File: src/rtl/lsu_pkg.sv
// Shared types and constants for the load/store unit: FSM states, access sizes,
// bus geometry and the registered bus-beat payload.
package lsu_pkg;

  localparam int unsigned BUS_W     = 64;
  localparam int unsigned BUS_BYTES = BUS_W / 8;
  localparam int unsigned OFF_W     = 3;
  localparam int unsigned LINE_W    = BUS_W - OFF_W;

  typedef enum logic [1:0] {IDLE, BEAT0, BEAT1, FIN} state_t;
  typedef enum logic [1:0] {SZ_B, SZ_H, SZ_W, SZ_D} size_t;

  typedef struct packed {
    logic                 we;
    logic [BUS_W-1:0]     addr;
    logic [BUS_BYTES-1:0] be;
    logic [BUS_W-1:0]     wdata;
  } mem_beat_t;

  function automatic logic [3:0] size_bytes(input size_t sz);
    case (sz)
      SZ_B:    return 4'd1;
      SZ_H:    return 4'd2;
      SZ_W:    return 4'd4;
      default: return 4'd8;
    endcase
  endfunction

  // Narrowest flag wins when several size flags are set.
  function automatic size_t size_decode(input logic b, input logic h, input logic w);
    if (b)      return SZ_B;
    else if (h) return SZ_H;
    else if (w) return SZ_W;
    else        return SZ_D;
  endfunction

endpackage

File: src/rtl/lsu_align.sv
// Combinational lane logic: byte enables and write-data shifting for both beats,
// plus read-data assembly from up to two beats and sign/zero extension.
module lsu_align
  import lsu_pkg::*;
(
  input  size_t                sz,
  input  logic [OFF_W-1:0]     off,
  input  logic                 sign_ext,
  input  logic [BUS_W-1:0]     wdata,
  input  logic [BUS_W-1:0]     rd_lo,
  input  logic [BUS_W-1:0]     rd_hi,
  output logic [BUS_BYTES-1:0] be0_c,
  output logic [BUS_BYTES-1:0] be1_c,
  output logic [BUS_W-1:0]     wd0_c,
  output logic [BUS_W-1:0]     wd1_c,
  output logic [BUS_W-1:0]     rext_c
);

  logic [BUS_BYTES-1:0]   mask;
  logic [2*BUS_BYTES-1:0] be_wide;
  logic [2*BUS_W-1:0]     wd_wide;
  logic [BUS_W-1:0]       raw;
  logic [5:0]             sh;

  // Shifting into a double-width vector gives beat0 in the low half and the
  // spill-over for beat1 in the high half.
  always_comb begin
    sh = {off, 3'b000};
    case (sz)
      SZ_B:    mask = 8'h01;
      SZ_H:    mask = 8'h03;
      SZ_W:    mask = 8'h0F;
      default: mask = 8'hFF;
    endcase
    be_wide = {8'h00, mask} << off;
    wd_wide = {{BUS_W{1'b0}}, wdata} << sh;
    be0_c   = be_wide[BUS_BYTES-1:0];
    be1_c   = be_wide[2*BUS_BYTES-1:BUS_BYTES];
    wd0_c   = wd_wide[BUS_W-1:0];
    wd1_c   = wd_wide[2*BUS_W-1:BUS_W];
    raw     = BUS_W'({rd_hi, rd_lo} >> sh);
    case (sz)
      SZ_B:    rext_c = {{56{sign_ext & raw[7]}},  raw[7:0]};
      SZ_H:    rext_c = {{48{sign_ext & raw[15]}}, raw[15:0]};
      SZ_W:    rext_c = {{32{sign_ext & raw[31]}}, raw[31:0]};
      default: rext_c = raw;
    endcase
  end

endmodule

File: src/rtl/load_store_unit.sv
// Load/store unit: one load or store per start pulse on a 64-bit aligned
// req/ready bus, splitting boundary-crossing accesses into two beats.
module load_store_unit
  import lsu_pkg::*;
#(
  parameter int unsigned TIMEOUT_CYC = 1023
) (
  input  logic                 clk,
  input  logic                 rst,
  input  logic                 start,
  input  logic                 EscMem,
  input  logic                 readMem,
  input  logic                 byteMem,
  input  logic                 halfMem,
  input  logic                 wordMem,
  input  logic                 signalMem,
  input  logic [BUS_W-1:0]     addr,
  input  logic [BUS_W-1:0]     wdata,
  output logic                 busy,
  output logic                 done,
  output logic                 err,
  output logic [BUS_W-1:0]     rdata,
  output logic                 mem_req,
  output logic                 mem_we,
  output logic [BUS_W-1:0]     mem_addr,
  output logic [BUS_BYTES-1:0] mem_be,
  output logic [BUS_W-1:0]     mem_wdata,
  input  logic                 mem_ready,
  input  logic [BUS_W-1:0]     mem_rdata
);

  localparam int unsigned TCNT_W = $clog2(TIMEOUT_CYC + 1);

  state_t            state, state_nx;
  mem_beat_t         beat, beat_nx;
  logic              req_nx, done_nx, err_nx;
  logic [BUS_W-1:0]  rdata_nx;
  logic [TCNT_W-1:0] tcnt, tcnt_nx;

  logic              we_q, sign_q, split_q;
  size_t             sz_q;
  logic [OFF_W-1:0]  off_q;
  logic [LINE_W-1:0] line_q;
  logic [BUS_W-1:0]  wdata_q, rbuf0;

  size_t             sz_in, a_sz;
  logic [OFF_W-1:0]  a_off;
  logic [BUS_W-1:0]  a_wdata, rd_lo, rd_hi;
  logic [BUS_BYTES-1:0] be0_c, be1_c;
  logic [BUS_W-1:0]  wd0_c, wd1_c, rext_c;
  logic              idle, start_ok, start_bad, xfer, stall, tmo, split_in;

  assign sz_in     = size_decode(byteMem, halfMem, wordMem);
  assign idle      = (state == IDLE);
  assign start_ok  = start & (EscMem ^ readMem);
  assign start_bad = start & EscMem & readMem;
  assign split_in  = (4'(addr[OFF_W-1:0]) + size_bytes(sz_in)) > 4'd8;
  assign xfer      = mem_req & mem_ready;
  assign stall     = mem_req & ~mem_ready;
  assign tmo       = stall & (tcnt == TCNT_W'(TIMEOUT_CYC - 1));

  // Beat0 fields are launched on the start edge, so the aligner sees live inputs in IDLE.
  assign a_sz    = idle ? sz_in : sz_q;
  assign a_off   = idle ? addr[OFF_W-1:0] : off_q;
  assign a_wdata = idle ? wdata : wdata_q;
  assign rd_lo   = (state == BEAT1) ? rbuf0 : mem_rdata;
  assign rd_hi   = (state == BEAT1) ? mem_rdata : '0;

  lsu_align u_align (
    .sz       (a_sz),
    .off      (a_off),
    .sign_ext (sign_q),
    .wdata    (a_wdata),
    .rd_lo    (rd_lo),
    .rd_hi    (rd_hi),
    .be0_c    (be0_c),
    .be1_c    (be1_c),
    .wd0_c    (wd0_c),
    .wd1_c    (wd1_c),
    .rext_c   (rext_c)
  );

  always_ff @(posedge clk or posedge rst) begin
    if (rst) state <= IDLE;
    else     state <= state_nx;
  end

  always_comb begin
    state_nx = state;
    case (state)
      IDLE: begin
        if (start_ok)       state_nx = BEAT0;
        else if (start_bad) state_nx = FIN;
      end
      BEAT0: begin
        if (xfer)     state_nx = split_q ? BEAT1 : FIN;
        else if (tmo) state_nx = FIN;
      end
      BEAT1:   if (xfer || tmo) state_nx = FIN;
      FIN:     state_nx = IDLE;
      default: state_nx = IDLE;
    endcase
  end

  // BEAT1 opens with one idle-bus cycle before its request is raised.
  always_comb begin
    beat_nx  = beat;
    req_nx   = mem_req;
    done_nx  = 1'b0;
    err_nx   = 1'b0;
    rdata_nx = rdata;
    tcnt_nx  = tcnt;
    case (state)
      IDLE: begin
        if (start_ok) begin
          req_nx        = 1'b1;
          beat_nx.we    = EscMem;
          beat_nx.addr  = {addr[BUS_W-1:OFF_W], 3'b000};
          beat_nx.be    = be0_c;
          beat_nx.wdata = wd0_c;
          tcnt_nx       = '0;
        end else if (start_bad) begin
          done_nx  = 1'b1;
          err_nx   = 1'b1;
          rdata_nx = '0;
        end
      end
      BEAT0, BEAT1: begin
        if (state == BEAT1 && !mem_req) begin
          req_nx        = 1'b1;
          beat_nx.addr  = {line_q + LINE_W'(1), 3'b000};
          beat_nx.be    = be1_c;
          beat_nx.wdata = wd1_c;
          tcnt_nx       = '0;
        end else if (xfer) begin
          req_nx = 1'b0;
          if (!(state == BEAT0 && split_q)) begin
            done_nx = 1'b1;
            if (!we_q) rdata_nx = rext_c;
          end
        end else if (tmo) begin
          req_nx   = 1'b0;
          done_nx  = 1'b1;
          err_nx   = 1'b1;
          rdata_nx = '0;
        end else if (stall) begin
          tcnt_nx = tcnt + TCNT_W'(1);
        end
      end
      default: ;
    endcase
  end

  always_ff @(posedge clk or posedge rst) begin
    if (rst) begin
      beat    <= '0;
      mem_req <= 1'b0;
      done    <= 1'b0;
      err     <= 1'b0;
      busy    <= 1'b0;
      rdata   <= '0;
      tcnt    <= '0;
    end else begin
      beat    <= beat_nx;
      mem_req <= req_nx;
      done    <= done_nx;
      err     <= err_nx;
      busy    <= (state_nx != IDLE);
      rdata   <= rdata_nx;
      tcnt    <= tcnt_nx;
    end
  end

  // Request capture and first-beat read buffer.
  always_ff @(posedge clk or posedge rst) begin
    if (rst) begin
      we_q    <= 1'b0;
      sign_q  <= 1'b0;
      split_q <= 1'b0;
      sz_q    <= SZ_B;
      off_q   <= '0;
      line_q  <= '0;
      wdata_q <= '0;
      rbuf0   <= '0;
    end else begin
      if (idle && start_ok) begin
        we_q    <= EscMem;
        sign_q  <= signalMem;
        split_q <= split_in;
        sz_q    <= sz_in;
        off_q   <= addr[OFF_W-1:0];
        line_q  <= addr[BUS_W-1:OFF_W];
        wdata_q <= wdata;
      end
      if (state == BEAT0 && xfer) rbuf0 <= mem_rdata;
    end
  end

  assign mem_we    = beat.we;
  assign mem_addr  = beat.addr;
  assign mem_be    = beat.be;
  assign mem_wdata = beat.wdata;

endmodule
File: config.mk
export PLATFORM = sky130hd
export DESIGN_NAME = load_store_unit
export DESIGN_NICKNAME = d
export VERILOG_FILES = /design/src/rtl/lsu_pkg.sv /design/src/rtl/lsu_align.sv /design/src/rtl/load_store_unit.sv
export SDC_FILE = /design/constraint.sdc
export NUM_CORES = 1
export LEC_CHECK = 0
export CAP_MARGIN = 0
export CORE_ASPECT_RATIO = 1.1
export CORE_MARGIN = 2
export CORE_UTILIZATION = 55
export DETAILED_ROUTE_END_ITERATION = 8
export MAX_ROUTING_LAYER = met4
export PLACE_DENSITY = 0.81
export SYNTH_ARGS = -nofsm -noshare
export SYNTH_HDL_FRONTEND = slang
export SYNTH_SLANG_ARGS = --single-unit
File: constraint.sdc
create_clock -name clk -period 21.3 [get_ports clk]
set_clock_uncertainty 0.15 [all_clocks]
set_input_delay 2.13 -clock clk [delete_from_list [all_inputs] [get_ports clk]]
set_output_delay 2.13 -clock clk [all_outputs]
set_load 0.02 [all_outputs]
## Word-level counts from Yosys, hierarchy flattened

Cells that the tools add are included.
W data, S select, Z words.

| cells by class | value |
|---|---|
| add/sub/neg operators | 3 |
| magnitude comparators | 1 |
| eq/ne operators | 20 |
| shift-type cells | 3 |
| mux-type cells | 50 |
| bitwise logic cells | 11 |
| reductions and logical operators | 17 |

Operator list:

| kind | number |
|---|---|
| $mux W64 | 10 |
| $mux W136 | 2 |
| $pmux W136 S2 | 1 |
| $pmux W64 S3 | 1 |
| $pmux W64 S2 | 1 |
| $shl A64 B6 Y128 | 1 |
| $shr A128 B6 Y64 | 1 |
| $add A61 B1 Y61 const B | 1 |
| $mux W10 | 5 |
| $pmux W8 S3 | 1 |
| $pmux W10 S2 | 1 |
| $ne A3 B3 Y1 const B | 6 |
| $mux W2 | 8 |
| $shl A8 B3 Y16 | 1 |
| $mux W1 | 14 |
| $pmux W4 S3 | 1 |
| $add A10 B1 Y10 const B | 1 |
| $eq A10 B10 Y1 const B | 1 |
| $and A1 B1 Y1 | 9 |
| $eq A2 B2 Y1 const B | 4 |
| $pmux W2 S4 | 1 |
| $reduce_and A7 Y1 | 1 |
| $eq A2 B1 Y1 const B | 3 |
| $logic_not A2 Y1 | 3 |
| 17 further kinds | 27 |

| storage, ports and cells | value |
|---|---|
| flip-flop bits (word level) | 414 |
| bits of input ports | 202 |
| output and inout bits | 205 |
| word-level logic and storage cells | 124 |

## Logic depth before layout (Yosys ltp)

Gate-level depths: netlist of the first run.

| logic depth | value |
|---|---|
| word-level depth | 11 |
| depth in mapped cells | 13 |
| gate-level depth less buffers | 8 |

## By module

A second synthesis of the first run with hierarchy kept.

| unflattened totals | value |
|---|---|
| cell total of the unflattened synthesis | 2437 |
| area total of the unflattened synthesis | 25679.6 um^2 |

By module, submodules not included:

| module | instances | cells each | area an instance (um^2) | sequential area each (um^2) |
|---|---|---|---|---|
| load_store_unit | 1 | 1709 | 19667.6 | 10259.8 |
| lsu_align | 1 | 728 | 6012.0 | 0.0 |

## Worst setup path before layout of the first run

OpenSTA, ideal clock, no wires.

| path | value |
|---|---|
| path kind | input to register |
| start | input port addr[0] |
| end | register rdata[32] |
| library setup time | 0.122 ns |
| arrival time | 4.350 ns |
| required time | 21.028 ns |
| setup slack | 16.679 ns |
| stages on the path | 9 |
| path buffers | 3 |
| path through | clkbuf_1 mux2_2 buf_6 mux2_4 a32o_1 o311a_1 a2111o_1 buf_6 a32o_1 |

| on the way | value |
|---|---|
| cells in the longest elaborated chain, start to end | 9 |
| elaborated cells on any way between the ends | 11 |
| classes of those cells | shift: 1; mux: 7; bitwise: 3 |

Ends and longest elaborated chain:

| element | line | RTL |
|---|---|---|
| start: declaration | load_store_unit.sv:17 | `input logic [BUS_W-1:0] addr,` |
| $mux W3 (*) | load_store_unit.sv:64 | `assign a_off = idle ? addr[OFF_W-1:0] : off_q;` |
| $shr A128 B6 Y64 (*) | lsu_align.sv:41 | `raw = BUS_W'({rd_hi, rd_lo} >> sh);` |
| $and A1 B1 Y1, on equally long branches | lsu_align.sv:45, lsu_align.sv:43, lsu_align.sv:44 |  |
| $pmux W64 S3 (*) | lsu_align.sv:42 | `case (sz)` |
| $mux W64 (*) | load_store_unit.sv:139 | `if (!we_q) rdata_nx = rext_c;` |
| $mux W64 (*) | load_store_unit.sv:137 | `if (!(state == BEAT0 && split_q)) begin` |
| $mux W64 (*) | load_store_unit.sv:135 | `end else if (xfer) begin` |
| $mux W64 (*) | load_store_unit.sv:129 | `if (state == BEAT1 && !mem_req) begin` |
| $pmux W64 S2 (*) | load_store_unit.sv:113 | `case (state)` |
| end signal: assignment | load_store_unit.sv:169 | `rdata <= rdata_nx;` |
| end: declaration | load_store_unit.sv:22 | `output logic [BUS_W-1:0] rdata,` |

Mark *: on every way between the ends. The rest lies on a longest branch, timed or not. The select of a mux whose other input is x is not followed.
A chain may end at the register's enable or synchronous reset.

## Worst setup path after layout of the first run

| path | value |
|---|---|
| start | input port addr[2] |
| end | register rdata[49] |

Same word-level chain as after synthesis.

==> flow_metrics.tcl, run 1 <==
set metrics [dict create \
    rows 81 \
    hold-worst-slack_ns 0.322 \
    tns_ns 0 \
    die-area_mm2 0.0471 \
    final.setup.worst_slack_ns 15.34 \
    antenna_left 0 \
    synth.ff_latch_count 410 \
    synth-warning-count 0 \
    cts-htree-levels 2 \
    utilization_pct 68.9 \
    start_util_pct 55.9 \
    p_leak_nw 13.2 \
    drive_gt1_share_pct 9.36 \
    synthAdderAreaFrac_pct 0.672 \
    synth_compound_area_share_pct 18.0 \
    hpwl_mm 65.1 \
    pre_cts_slack_ns 14.93 \
    cp_slowest_stage_delay_ns 0.93 \
    report.final.hold_viol_count 0 \
    cts_tree "built" \
    portBuffers 403 \
    clock_path_buffers 3 \
    critPathCaptureType "register" \
    area_growth_pct 23.2 \
    wl_mm 92.6 \
    nets 3255 \
    placed_area_mm2 0.0292 \
    post_drt_wl_per_cell_um 25.3 \
    yosys.area.top_type_share_pct 41.1 \
    yosys.area.top_type "dfrtp_1" \
    post_cts_buffers 0 \
    postCtsHoldBufs 0 \
    ff_latch_area_mm2 0.0103 \
    routabilityCongestion 1.05 \
    drt_iter0_markers 3316 \
    synth_simple_gate_area_share_pct 18.2 \
    antenna_found_initial 9 \
    insertion_delay_ns 0.62 \
    clk_pin_slew_ns 0.06 \
    synth_flop_cell "dfrtp_1" \
    yosysMostFrequentCell "nand2_1" \
    crit_required_ns 21.67 \
    numCtsBuffers 45 \
    finalInstanceArea_mm2 0.0307 \
    hold_path.class "reg2reg" \
    crit_fanout 58 \
    crit_chain "clkdlybuf4s50_1 > mux2i_4 > buf_4 > nor2_1 > a222oi_1 > and3_1 > a2111o_1 > a32o_1" \
    grt_pass1_vias 23100 \
    clockRootBuffer "clkbuf_16" \
    ir_drop_mv 0.169 \
    grt_max_degree 100 \
    syn-cell-area_mm2 0.0249 \
    slowest_stage "a2111o_1" \
    multi_input_area_mm2 0.0138 \
    grt-ovfl-total 0 \
    synthCells 2786 \
    max_freq_mhz 168 \
    synth_xor_area_share_pct 1.79 \
    ys_seq_area_share_pct 41.1 \
    io_pins 407 \
    synth_edf_count 0 \
    synth_area_leaders "dfrtp_1, nand2_1, mux2i_1, mux2_2, mux4_2" \
    finalMaxSlewViolations 0 \
    setup_viol 0 \
    synthMuxAreaShare_pct 16.2 \
    drc_errors 0 \
    r2r_start "state[0]" \
    ys_top_cells_by_count "nand2_1, dfrtp_1, mux2i_1" \
    cts-resized-gates 0 \
    grt_usage_pct 39.4 \
    maxSlewHeadroom_pct 17.6 \
    viasPerCell 6.61 \
    yosysUniqueCellTypes 64 \
    die_y_um 227 \
    worstPathArrival_ns 6.33 \
    post-route-min-period_ns 5.96 \
    cts_sinks 410 \
    status "complete, no violations" \
    n_fill_cell 3458 \
    core_mm2 0.0446 \
    worstMarginPinSlew_ns 1.24 \
    hold_path_startpoint "wdata_q[2]" \
    rsz0062_at_grt "false" \
    synthArstFlopShare_pct 100 \
    firstDrtPassIters 9 \
    fin_crit_sh_pct 28.0 \
    syn_avg_cell_area_um2 8.95 \
    cap_violations 0 \
    vias 24200 \
    synth_top_family_by_area "simple AND/OR/NAND/NOR gates" \
    crit_path_start "addr[2]" \
    crit_path_start_kind "input pin" \
    die_w_um 207 \
    grt_pass1_wl_mm 140 \
    powerDensity_mw_per_mm2 181 \
    worstSetupPathType "in2reg" \
]
[registers in the layout (all words and copies together), names as in the netlist, 3 cells and up]
register,flops
wdata_q,64
rdata,64
off_q,3
mem_be,8
rbuf0,64
line_q,61
mem_addr,61
mem_wdata,64
tcnt,10
[cell type report]
cell class | instances | share of cell area, %
tap | 581 | 2.37
multi-input combinational | 2129 | 44.9
antenna | 9 | 0.0733
sequential | 410 | 33.4
clock inverter | 15 | 0.672
clock buffer | 67 | 4.40
inverter | 17 | 0.232
timing repair buffer | 438 | 14.0
[stage by stage]
stage	total power [mW]	std cells
6_report	5.58	3666
2_1_floorplan	3.54	2788
5_1_grt	5.85	3666
3_3_place_gp	4.55	3575
4_1_cts	5.48	3657
3_5_place_dp	4.64	3575
[report_power, final]
group          internal (mW)  switching, mW
sequential              1.13          0.288
clock                  0.499          0.338
combinational           1.26           2.07
total                   2.88           2.70
[placed cells by master (no fill, tap or decap), types with 33 or more instances in the layout]
cell type and count:
buf_4 35, dfrtp_1 409, nor2_1 154, clkdlybuf4s50_1 402, o21ai_0 113, a21oi_1 131
a32o_1 42, o221ai_1 38, mux2_2 127, mux2i_1 180, o22ai_1 50, mux4_2 33
nand3_1 89, clkbuf_16 47, nand2_1 657, o211ai_1 45
[critical path: cells and delay by family]
kind | cells | cell delay, ns
and+or+nand+nor | 2 | 0.41
muxes | 1 | 0.81
AOI/OAI and AO/OA | 3 | 1.73
buffers and inverters | 2 | 1.21
[kinds of logic (layout without fill, tap and decap cells)]
family                   Yosys count  in the layout
buffers and inverters            249            537
adder cells (fa/ha/maj)           13             13
AND/OR/NAND/NOR                 1063           1063
flip-flops                       410            410
multiplexers                     346            346
other                              1             12
XOR/XNOR                          51             51
AO/OA/AOI/OAI                    653            653
[path summary, 6_finish.rpt]
kind / end / slack, ns / depth (start not counted)
hold reg to reg: wdata_q[2] / 0.32 / 2
min in group asynchronous: line_q[21] / 1.89 / 2
setup / recovery: rdata[49] / 15.34 / 8
max in group asynchronous: mem_wdata[7] / 16.12 / 5
hold / removal: wdata_q[2] / 0.32 / 2
setup reg to reg: rdata[49] / 16.10 / 9
[metal layers]
| metal | vias up | part of all wire [%] | GRT usage [%] | wire (µm) |
|---|---|---|---|---|
| li1 | 10600 | - | - | - |
| met4 | 0 | 4.1 | 15.3 | 3820 |
| met3 | 247 | 12 | 10.7 | 11000 |
| met1 | 11800 | 39 | 51.6 | 36000 |
| met5 | - | 0 | - | 0 |
| met2 | 1629 | 45 | 58.5 | 41800 |
(Power assumes the default switching activity.)
==> run 2: changes to the inputs <==
--- a/config.mk
+++ b/config.mk
@@ -8,10 +8,10 @@
 export CAP_MARGIN = 0
 export CORE_ASPECT_RATIO = 1.1
 export CORE_MARGIN = 2
-export CORE_UTILIZATION = 55
+export CORE_UTILIZATION = 49
 export DETAILED_ROUTE_END_ITERATION = 8
 export MAX_ROUTING_LAYER = met4
-export PLACE_DENSITY = 0.81
+export PLACE_DENSITY = 0.76
 export SYNTH_ARGS = -nofsm -noshare
 export SYNTH_HDL_FRONTEND = slang
 export SYNTH_SLANG_ARGS = --single-unit
==> constraint.sdc (replaced) <==
create_clock -name clk -period 5.24 [get_ports clk]
set_clock_uncertainty 0.15 [all_clocks]
set_input_delay 0.524 -clock clk [delete_from_list [all_inputs] [get_ports clk]]
set_output_delay 0.524 -clock clk [all_outputs]
set_load 0.02 [all_outputs]
==> run 2 against run 1 <==
  * Combinational power grew to 4.2 times the previous value
  * Die area is 12% higher
  * Final cell count is 2.4% higher
  * First-iteration DRC count is 7.0% lower
  * Critical path depth is 2 higher
  * Via count is 0.30% higher
  * Largest cell class unchanged
  * Total power grew to 4.1 times the previous value
  * Register-to-register slack worse by 15 ns
  * Global-route usage is 1.1 points lower
  * Non-clock buffer count is 10 higher
==> flow_metrics.tcl, run 2 (synthesis gave the netlist of run 1 again) <==
set metrics [dict create \
    numCtsBuffers 46 \
    tns_ns 0 \
    worstSetupPathType "reg2reg" \
    finalMaxSlewViolations 0 \
    powerDensity_mw_per_mm2 743 \
    grt_pass1_wl_mm 148 \
    start_util_pct 49.7 \
    n_fill_cell 4317 \
    vias 24300 \
    cts-htree-levels 2 \
    cap_violations 0 \
    insertion_delay_ns 0.61 \
    crit_required_ns 5.56 \
    grt_max_degree 169 \
    core_mm2 0.0501 \
    cts_tree "built" \
    antenna_left 0 \
    layout_common_cells "nand2_1, dfrtp_1, clkdlybuf4s50_1" \
    hold_path.class "in2async" \
    cp_slowest_stage_delay_ns 0.49 \
    clock_path_buffers 3 \
    clk_pin_slew_ns 0.06 \
    antenna_found_initial 8 \
    portBuffers 403 \
    grt_pass1_vias 22800 \
    die_w_um 219 \
    slowest_stage "mux2_4" \
    r2r_start "state[0]" \
    rsz0062_at_grt "false" \
    post_drt_wl_per_cell_um 26.5 \
    setup_viol 0 \
    final_common_cell "nand2_1" \
    status "complete, no violations" \
    crit_path_start_kind "register" \
    io_pins 407 \
    crit_fanout 32 \
    p_leak_nw 13.3 \
    worstPathArrival_ns 4.54 \
    routabilityCongestion 0.991 \
    area_growth_pct 24.3 \
    nets 3266 \
    post_cts_buffers 0 \
    max_freq_mhz 237 \
    maxSlewHeadroom_pct 24.1 \
    grt_usage_pct 38.3 \
    wl_mm 99.6 \
    crit_chain "inv_1 > ha_4 > buf_4 > mux2_4 > mux2_4 > a32o_1 > o311a_1 > a2111o_1 > buf_4 > a32o_1" \
    drt_iter0_markers 3083 \
    post-route-min-period_ns 4.21 \
    crit_family "compound AO/OA/AOI/OAI gates" \
    ir_drop_mv 0.535 \
    fin_crit_sh_pct 80.4 \
    die_y_um 241 \
    worstMarginPinSlew_ns 1.13 \
    rows 86 \
    cts-resized-gates 0 \
    clockRootBuffer "clkbuf_16" \
    drc_errors 0 \
    grt-ovfl-total 0 \
    worst-path-buf-inv 3 \
    report.final.hold_viol_count 0 \
    crit_path_start "state[0]" \
    finalPower_mw 23.0 \
    hpwl_mm 71.5 \
    viasPerCell 6.48 \
    postCtsHoldBufs 0 \
    cts_sinks 410 \
    firstDrtPassIters 9 \
    drive_gt1_share_pct 9.88 \
    die-area_mm2 0.0527 \
    critPathCaptureType "register" \
]
[run 2: cell count changes in the layout (fill, tap and decap cells not counted), sizes merged]
cell / previous run / this run
bufinv: 5 / 6
inv: 18 / 16
buf: 36 / 46
clkbuf: 67 / 63
diode: 9 / 7
clkinv: 8 / 15
[run 2: layer usage]
metal	global-route usage [%]	vias up	routed length [µm]
met4	15.0	0	4460
met1	51.8	12000	41200
met3	8.37	264	9740
met2	56.1	1395	44200
met5	-	-	0
li1	-	10600	-
[run 2: area by class of cell]
| class | instances | area [µm²] | area share [%] |
|---|---|---|---|
| flip-flops and latches | 410 | 10300 | 33.1 |
| clock buffers | 63 | 1320 | 4.24 |
| repair buffers | 448 | 4430 | 14.3 |
| inverters | 17 | 67.6 | 0.218 |
| diodes | 7 | 17.5 | 0.0565 |
| well taps | 660 | 826 | 2.66 |
| multi-input cells | 2129 | 13800 | 44.6 |
| clock inverters | 21 | 267 | 0.860 |
[run 2: report_power, final]
| group | switching (mW) | internal, mW | total [mW] |
|---|---|---|---|
| logic | 8.63 | 5.18 | 13.8 |
| registers | 1.19 | 4.59 | 5.78 |
| clock network | 1.40 | 2.05 | 3.45 |
[run 2: path summary, 6_finish.rpt]
kind / end / slack (ns) / cells past startpoint
max in group asynchronous: rbuf0[52] / 3.26 / 3
min in group clk: wdata_q[5] / 0.32 / 2
max: rdata[36] / 1.03 / 10
min: tcnt[1] / 0.20 / 2
min reg2reg: wdata_q[5] / 0.32 / 2
max reg2reg: rdata[36] / 1.03 / 10
[run 2: stage by stage]
step	instances	hold slack (ns)	area, µm²	worst slack [ns]	utilization [%]
5_1_grt	3755	0.248	31000	0.876	61.8
6_report	3755	0.200	31000	1.03	61.8
3_3_place_gp	3664	0.304	29400	1.16	58.6
4_1_cts	3748	0.204	31000	1.06	61.8
2_1_floorplan	2788	0.292	25000	-0.960	-
3_5_place_dp	3664	0.308	29400	1.10	58.6
[run 2: worst reg2reg max path: cells and delay by family (launching register included)]
kind | cells | cell delay [ns]
AO/OA/AOI/OAI | 4 | 1.28
adder cells (fa/ha/maj) | 1 | 0.48
buffers and inverters | 3 | 0.93
flip-flops | 1 | 0.40
multiplexers | 2 | 0.86
